[src/rtl/branch_resolve_bht.sv]
// Branch resolution unit with a PC-indexed BHT of 2-bit saturating counters.
// Compares full-width operands for the six B-type conditions, registers the
// outcome one cycle after the request, and keeps saturating statistics.
module branch_resolve_bht #(
  parameter int XLEN        = 32,
  parameter int BHT_ENTRIES = 64,
  parameter int PC_LSB      = 2,
  parameter int CNT_W       = 16
) (
  input  logic             clk,
  input  logic             rst_n,
  input  logic             flush,
  input  logic [XLEN-1:0]  pred_pc,
  output logic             pred_taken,
  input  logic             res_valid,
  input  logic [XLEN-1:0]  res_pc,
  input  logic [2:0]       res_funct3,
  input  logic [XLEN-1:0]  res_rs1,
  input  logic [XLEN-1:0]  res_rs2,
  input  logic             res_pred_taken,
  output logic             out_valid,
  output logic             out_taken,
  output logic             out_mispredict,
  output logic             out_illegal,
  output logic [CNT_W-1:0] branch_count,
  output logic [CNT_W-1:0] mispredict_count
);
  localparam int IDX_W = $clog2(BHT_ENTRIES);
  localparam logic [CNT_W-1:0] CNT_MAX = {CNT_W{1'b1}};

  logic [BHT_ENTRIES-1:0][1:0] bht_q;
  logic [IDX_W-1:0] pred_idx, res_idx;
  logic             eq, lts, ltu;
  logic             legal, taken, upd, mis;
  logic             out_valid_q, out_taken_q, out_mis_q, out_ill_q;
  logic             out_valid_d, out_taken_d, out_mis_d, out_ill_d;
  logic [CNT_W-1:0] bcnt_q, mcnt_q;

  // PC bits outside the index window never affect anything
  logic unused_pc_bits;
  assign unused_pc_bits = ^{pred_pc, res_pc};

  assign pred_idx = pred_pc[PC_LSB +: IDX_W];
  assign res_idx  = res_pc[PC_LSB +: IDX_W];

  // No bypass: prediction reads the pre-update counter on a collision
  assign pred_taken = bht_q[pred_idx][1];

  assign eq  = (res_rs1 == res_rs2);
  assign lts = ($signed(res_rs1) < $signed(res_rs2));
  assign ltu = (res_rs1 < res_rs2);

  // Decode funct3 into the actual outcome; 010/011 are illegal and not taken
  always_comb begin
    legal = 1'b1;
    taken = 1'b0;
    case (res_funct3)
      3'b000:  taken = eq;
      3'b001:  taken = ~eq;
      3'b100:  taken = lts;
      3'b101:  taken = ~lts;
      3'b110:  taken = ltu;
      3'b111:  taken = ~ltu;
      default: legal = 1'b0;
    endcase
  end

  // BHT and statistics ignore flush: the branch did execute
  assign upd = res_valid & legal;
  assign mis = legal & (taken != res_pred_taken);

  assign out_valid_d = res_valid & ~flush;
  assign out_taken_d = out_valid_d & taken;
  assign out_mis_d   = out_valid_d & mis;
  assign out_ill_d   = out_valid_d & ~legal;

  // BHT counters: saturating increment on taken, decrement on not-taken
  always_ff @(posedge clk or negedge rst_n) begin
    if (!rst_n) begin
      for (int i = 0; i < BHT_ENTRIES; i++) bht_q[i] <= 2'b01;
    end else if (upd) begin
      if (taken && bht_q[res_idx] != 2'b11)
        bht_q[res_idx] <= bht_q[res_idx] + 2'b01;
      else if (!taken && bht_q[res_idx] != 2'b00)
        bht_q[res_idx] <= bht_q[res_idx] - 2'b01;
    end
  end

  // Registered resolution result, one cycle after the request
  always_ff @(posedge clk or negedge rst_n) begin
    if (!rst_n) begin
      out_valid_q <= 1'b0;
      out_taken_q <= 1'b0;
      out_mis_q   <= 1'b0;
      out_ill_q   <= 1'b0;
    end else begin
      out_valid_q <= out_valid_d;
      out_taken_q <= out_taken_d;
      out_mis_q   <= out_mis_d;
      out_ill_q   <= out_ill_d;
    end
  end

  // Saturating statistics counters
  always_ff @(posedge clk or negedge rst_n) begin
    if (!rst_n) begin
      bcnt_q <= '0;
      mcnt_q <= '0;
    end else if (upd) begin
      if (bcnt_q != CNT_MAX) bcnt_q <= bcnt_q + 1'b1;
      if (mis && mcnt_q != CNT_MAX) mcnt_q <= mcnt_q + 1'b1;
    end
  end

  assign out_valid        = out_valid_q;
  assign out_taken        = out_taken_q;
  assign out_mispredict   = out_mis_q;
  assign out_illegal      = out_ill_q;
  assign branch_count     = bcnt_q;
  assign mispredict_count = mcnt_q;
endmodule

[config.mk]
export PLATFORM = sky130hd
export DESIGN_NAME = branch_resolve_bht
export DESIGN_NICKNAME = d
export VERILOG_FILES = /design/src/rtl/branch_resolve_bht.sv
export SDC_FILE = /design/constraint.sdc
export NUM_CORES = 1
export LEC_CHECK = 0
export CORE_AREA = 2 2 191 193
export DETAILED_ROUTE_END_ITERATION = 10
export DIE_AREA = 0 0 193 195
export MAX_ROUTING_LAYER = met4
export PLACE_DENSITY = 0.56
export SLEW_MARGIN = 10
export SYNTH_ARGS = -nofsm -noshare
export SYNTH_HDL_FRONTEND = slang
export SYNTH_SLANG_ARGS = --single-unit
[constraint.sdc]
create_clock -name clk -period 5.8 [get_ports clk]
set_input_delay 1.16 -clock clk [delete_from_list [all_inputs] [get_ports clk]]
set_output_delay 1.16 -clock clk [all_outputs]
set_load 0.02 [all_outputs]
==> impl_metrics.toml, run 1 <==
[synthesis]
syn-num-nets = 1202
ys_ff_latch = 164
synth_top_area_share_pct = 23.80
synth-edff-count = 0
seq_area_frac_synth_pct = 39.79
syn_area_per_cell_um2 = 10.21
synthDistinctLibCells = 59
yosysTopAreaCell = "dfrtp_1"
syn_area_um2 = 10520
syn_inst = 1030
synth-async-reset-ratio_pct = 100.0
yosys_warnings = 0
yosys-top-cells-area = "dfrtp_1 (24%), dfstp_2 (16%), mux2_2 (12%)"
synthFlopType = "dfrtp_1"

[cts]
htreeDepth = 4
cts_sinks = 164
cts_tree = "yes"
worstSkewPairLatency_ns = 0.44
ctsHoldBuffers = 0
path_clk_slew_ns = 0.07
post-cts-setup-buffers = 0
numCtsBuffers = 17
cts_resized = 0
clock_path_buffers = 2
cts-root-buf = "clkbuf_16"

[critical_path]
critical_path_class = "input port to output port"
cp_common_cell = "mux4_2"
worstPathRequired_ns = 4.64
cp_slowest_stage_delay_ns = 0.60
crit_arrival_ns = 4.10
critPathLaunchType = "input port"
crit_slowest_cell = "mux4_2"
critPathMaxFanout = 16
worstPathCellList = "clkdlybuf4s50_1 > buf_4 > mux4_2 > mux4_2 > mux4_2 > clkdlybuf4s50_1"
endpoint_kind = "output port"

[finish]
final_net_count = 1314
final_util_pct = 36.79
diodes = 0
multi_input_area_um2 = 5886
final_layout_size_suffix_gt1_share_pct = 25.28
ff_latch_area_um2 = 4184
fillers = 3562
syn_to_final_growth_pct = 23.83
final_cells = 1616

[die]
fp.coreArea_um2 = 35400
die_x_um = 193
num_rows = 69
die_h_um = 195
fp.dieArea_um2 = 37640
ios = 173
start_util_pct = 29.71

[global_route]
antenna_found_initial = 0
grt_overflow = 0
grt_pass1_vias = 8767
global_route.usage.total_pct = 16.93
grt_max_degree = 87
grt_pass1_wl_mm = 48.21

[sta]
period_share_pct = 90.66
rsz0062_at_grt = "no"
slew_violations = 0
fin_crit_ns = 5.259
fin_worst_skew_ns = 0.01125
slew_headroom_pct = 43.52
worstMarginPinSlew_ns = 0.8472
finalSetupViolCount = 0
tns_ns = 0
max_freq_ghz = 0.1902
hold_viol_final = 0

[drt]
postRouteAntennaNets = 0
num_vias = 8525
drc_errors = 0
vias_per_cell = 5.275
drt_first_pass_iters = 5
wl_met3_mm = 1.929
wl_per_cell_um = 18.76
routed_wl_mm = 30.31
dr_wl_met2_mm = 13.78
top_layer = "met4"
drt_iter0_markers = 507
wl_met1_mm = 13.93

[power]
power.leakage_nw = 5.694
peakVddDrop_uv = 298.8
power_density_nw_per_um2 = 280.2

[placement]
dp_hpwl_mm = 21.09
io_buffers = 120
placed_cells = 1584
gp_congestion = 0.8251

[job]
maxCapViolCount = 0

[status]
status = "finished, final reports clean"

[hold_path]
min_path_type = "flop to flop"
==> critical path, delay by kind of cell <==
kind | cells | cell delay (ns)
buf+inv | 3 | 1.34
mux | 3 | 1.58
==> metrics by stage <==
stage | total power, mW | setup WS (ns) | cell area, um^2 | hold WS (ns)
final | 3.649 | 0.5415 | 13020 | 0.4850
after global routing | 3.836 | 0.4502 | 13020 | 0.5093
after floorplan | 2.119 | 0.9990 | 10520 | 0.4757
after detailed placement | 2.574 | 0.3970 | 12460 | 0.4766
after global placement | 2.558 | 0.4816 | 12460 | 0.4786
after CTS | 3.691 | 0.5326 | 13020 | 0.4876
==> routing by layer <==
layer  GRT usage, %  vias up
li1               -     3943
met1          22.55     4217
met2          25.90      325
met3          3.397       40
met4          5.163        0
met5              -        -
==> cell families after synthesis <==
| kind of cell | synth area share [%] |
|---|---|
| DFF | 39.79 |
| AOI/OAI and AO/OA | 7.223 |
| xor gates and xnor gates | 2.975 |
| buffers and inverters | 4.486 |
| muxes | 25.80 |
| and+or+nand+nor | 15.45 |
| adders and majority gates | 4.284 |
==> Yosys cell counts, types with 3 or more instances <==
| library cell | n |
|---|---|
| nor3b_1 | 4 |
| buf_6 | 3 |
| and2_1 | 4 |
| dfrtp_1 | 100 |
| and3_1 | 6 |
| ha_1 | 36 |
| buf_4 | 5 |
| nand3_1 | 46 |
| mux2_2 | 111 |
| or4_1 | 3 |
| o22ai_1 | 33 |
| mux2i_1 | 76 |
| nor3_1 | 31 |
| a21oi_1 | 12 |
| nor4_1 | 6 |
| a31oi_1 | 4 |
| nor2_1 | 97 |
| nand4_1 | 19 |
| xnor2_1 | 12 |
| buf_2 | 8 |
| nand2b_1 | 4 |
| clkbuf_1 | 53 |
| a22oi_1 | 30 |
| inv_1 | 40 |
| a21o_1 | 4 |
| a211oi_1 | 3 |
| o21a_1 | 3 |
| mux2_1 | 19 |
| xor2_1 | 20 |
| a22o_1 | 3 |
| or2_2 | 5 |
| dfstp_2 | 64 |
| a221oi_1 | 4 |
| nand3b_1 | 6 |
| nand2_1 | 102 |
| nor2b_1 | 3 |
| buf_1 | 3 |
| mux4_2 | 21 |
==> placed cells by master (no fill, tap or decap), types with 17 or more instances in the layout <==
cell,count
nand2_1,102
mux4_2,21
mux2_1,19
dfstp_2,64
xor2_1,20
clkbuf_16,17
mux2i_1,76
nor2_1,95
nand3_1,45
o22ai_1,33
dfrtp_1,100
ha_1,36
clkdlybuf4s50_1,119
nor3_1,30
a22oi_1,30
nand4_1,19
inv_1,40
mux2_2,111
buf_4,35
==> area by class of cell <==
cell class                 count  area share (%)
clock inverter                14          0.9225
inverter                      40           1.153
sequential                   164           32.13
multi-input combinational    754           45.20
clock buffer                  18           3.373
tap                          461           4.430
timing repair buffer         165           12.79
==> worst paths after layout <==
| path | slack [ns] | from | end | cells after the start |
|---|---|---|---|---|
| worst max-delay path | 0.54 | pred_pc[2] | pred_taken | 6 |
| worst min-delay path | 0.49 | mispredict_count[12] | mispredict_count[12] | 1 |
| worst max register to register | 2.37 | flop | bht_q[115] | 14 |
| worst min register to register | 0.49 | mispredict_count[12] | mispredict_count[12] | 1 |
| max in group asynchronous | 3.96 | rst_n | asynchronous set/reset pin | 2 |
| min in group asynchronous | 0.76 | rst_n | bht_q[37] | 1 |
==> power by group <==
group | switching, mW | leakage [nW] | internal [mW]
clock network | 0.523 | 0.273 | 0.574
registers | 0.170 | 2.01 | 1.38
logic | 0.515 | 3.41 | 0.481
total | 1.21 | 5.69 | 2.44
Power figures use the tool's default switching activity.
==> inputs of run 2 (changes only) <==
- DONT_BUFFER_PORTS: unset -> 1
- PLACE_DENSITY: 0.56 -> 0.52
- SLEW_MARGIN: 10 -> 25
- clock period: 5.8 -> 4.7 ns (I/O delays scaled with it)
==> run 2 against run 1 <==
Global-route usage decreased by 0.54 points; sequential cell count stayed put; via count shrank 6.5%; die area stayed put; first-iteration DRC count up 13%; design area decreased by 9.3%; highest routed layer unchanged; largest cell class unchanged; sequential share of layout area is 3.3 points higher; routed wire length shrank 1.5%; critical path depth increased by 7; hold slack got worse by 0.29 ns.
==> impl_metrics.toml, run 2 (synthesis results as in run 1) <==
[status]
status = "finished, final reports clean"

[placement]
post-place-ws_ns = 0.4062
post_dp_cell_area_um2 = 11180
dp_hpwl_mm = 19.99
io_buffers = 0
gp_congestion = 0.8329

[cts]
numCtsBuffers = 17
cts_resized = 0
cts_tree = "yes"
htreeDepth = 4
clock_path_buffers = 2
ctsHoldBuffers = 0
post-cts-setup-buffers = 0
cts-root-buf = "clkbuf_16"
path_clk_slew_ns = 0.07
cts_sinks = 164
worstSkewPairLatency_ns = 0.44

[critical_path]
critPathLaunchType = "input port"
r2r_slack_ns = 1.38
crit_family = "simple AND/OR/NAND/NOR gates"
crit_arrival_ns = 4.20
critical_path_class = "input port to flop"
reg2reg_depth = 11
path_buf_inv = 3
worstPathRequired_ns = 5.02
endpoint_kind = "flop"
critPathMaxFanout = 34
cp_slowest_stage_delay_ns = 0.60
crit_slowest_cell = "nor4_1"
worstPathCellList = "nand3_1 > buf_4 > o22ai_1 > nor4_1 > o22a_1 > nand3_2 > inv_1 > ha_1 > or2_2 > buf_12 > nor3_1 > mux2i_1 > mux2_2"
path_depth = 13
regToRegEndpoint = "bht_q[91]"

[sta]
finalSetupViolCount = 0
rsz0062_at_grt = "no"
fin_worst_skew_ns = 0.01266
hold_viol_final = 0
fin_crit_ns = 3.882
tns_ns = 0
worstMarginPinSlew_ns = 0.9436
slew_headroom_pct = 36.86
max_freq_ghz = 0.2576
slew_violations = 0
period_share_pct = 82.60
finalWorstSetupSlack_ns = 0.8179

[drt]
drt_first_pass_iters = 5
routed_wl_mm = 29.85
num_vias = 7973
postRouteAntennaNets = 0
wl_per_cell_um = 20.09
drt_iter0_markers = 573
vias_per_cell = 5.365
drc_errors = 0

[global_route]
global_route.usage.total_pct = 16.39
grt_overflow = 0
grt_pass1_vias = 7920
grt_pass1_wl_mm = 46.11
grt_max_degree = 165
antenna_found_initial = 0

[finish]
mostFrequentLayoutCells = "mux2_2 (111), nand2_1 (102), dfrtp_1 (100), nor2_1 (95), mux2i_1 (76)"
final_layout_size_suffix_gt1_share_pct = 27.41
design_area_um2 = 11800
fillers = 3592
syn_to_final_growth_pct = 12.26
final_common_cell = "mux2_2"
final_net_count = 1184
diodes = 0

[die]
fp.dieArea_um2 = 37640
die_x_um = 193
ios = 173
start_util_pct = 29.71
num_rows = 69
die_h_um = 195
fp.coreArea_um2 = 35400

[hold_path]
min_path_type = "input port to asynchronous set/reset pin"

[power]
peakVddDrop_uv = 253.8
switching_share_pct = 32.26
seq_power_share_pct = 44.8
power_density_nw_per_um2 = 376.7
power.switching_mw = 1.434
combPwrFrac_pct = 21.1
power.leakage_nw = 5.207
intPower_mw = 3.012
clkPwrFrac_pct = 34.2

[job]
maxCapViolCount = 0
-- run 2: cell types whose count changed in the layout (fill, tap and decap cells not counted), sizes merged --
cell	delta
clkinv	-4
buf	-11
clkinvlp	+2
clkdlybuf4s50	-119
clkbuf	-1
bufinv	+3
-- run 2: worst max path at each step --
stage | startpoint | end | slack (ns)
2_1_floorplan | pred_pc[2] | pred_taken | 0.34
3_3_place_gp | res_pc[4] | bht_q[31] | 0.45
3_5_place_dp | res_pc[3] | bht_q[91] | 0.41
4_1_cts | res_pc[3] | bht_q[91] | 0.87
5_1_grt | res_pc[3] | bht_q[91] | 0.64
6_report | res_pc[3] | bht_q[91] | 0.82
-- run 2: cell type report --
type / count / area, um^2 / area share, %
Clock inverter: 15 / 193.9 / 1.643
Multi-Input combinational cell: 754 / 5886 / 49.86
Clock buffer: 17 / 425.4 / 3.604
Tap cell: 461 / 576.8 / 4.887
Inverter: 40 / 150.1 / 1.272
Timing Repair Buffer: 35 / 387.9 / 3.286
Sequential cell: 164 / 4184 / 35.45
-- run 2: metal layers --
layer / part of all wire, % / up-vias / GRT usage, %
met5: 0 / - / -
met1: 46 / 3959 / 22.16
met3: 6.7 / 41 / 3.271
li1: - / 3667 / -
met4: 1.5 / 0 / 3.788
met2: 46 / 306 / 25.28
-- run 2: stage by stage --
| step | utilization (%) | power (mW) | hold slack (ns) | instances |
|---|---|---|---|---|
| global placement | 31.60 | 2.933 | 0.5005 | 1454 |
| CTS | 33.35 | 4.476 | 0.1803 | 1486 |
| detailed placement | 31.60 | 2.956 | 0.5141 | 1454 |
| floorplan | - | 2.615 | 0.4757 | 1030 |
| global route | 33.35 | 4.637 | 0.1828 | 1486 |
| finish | 33.35 | 4.446 | 0.1997 | 1486 |
-- run 2: power by group through the flow --
stage          Sequential, mW  Clock [mW]  Combinational (mW)
2_1_floorplan            1.92           0               0.692
3_3_place_gp             2.01           0               0.927
3_5_place_dp             2.01           0               0.944
4_1_cts                  1.99        1.54               0.944
5_1_grt                  2.02        1.60                1.02
6_report                 1.99        1.52               0.937
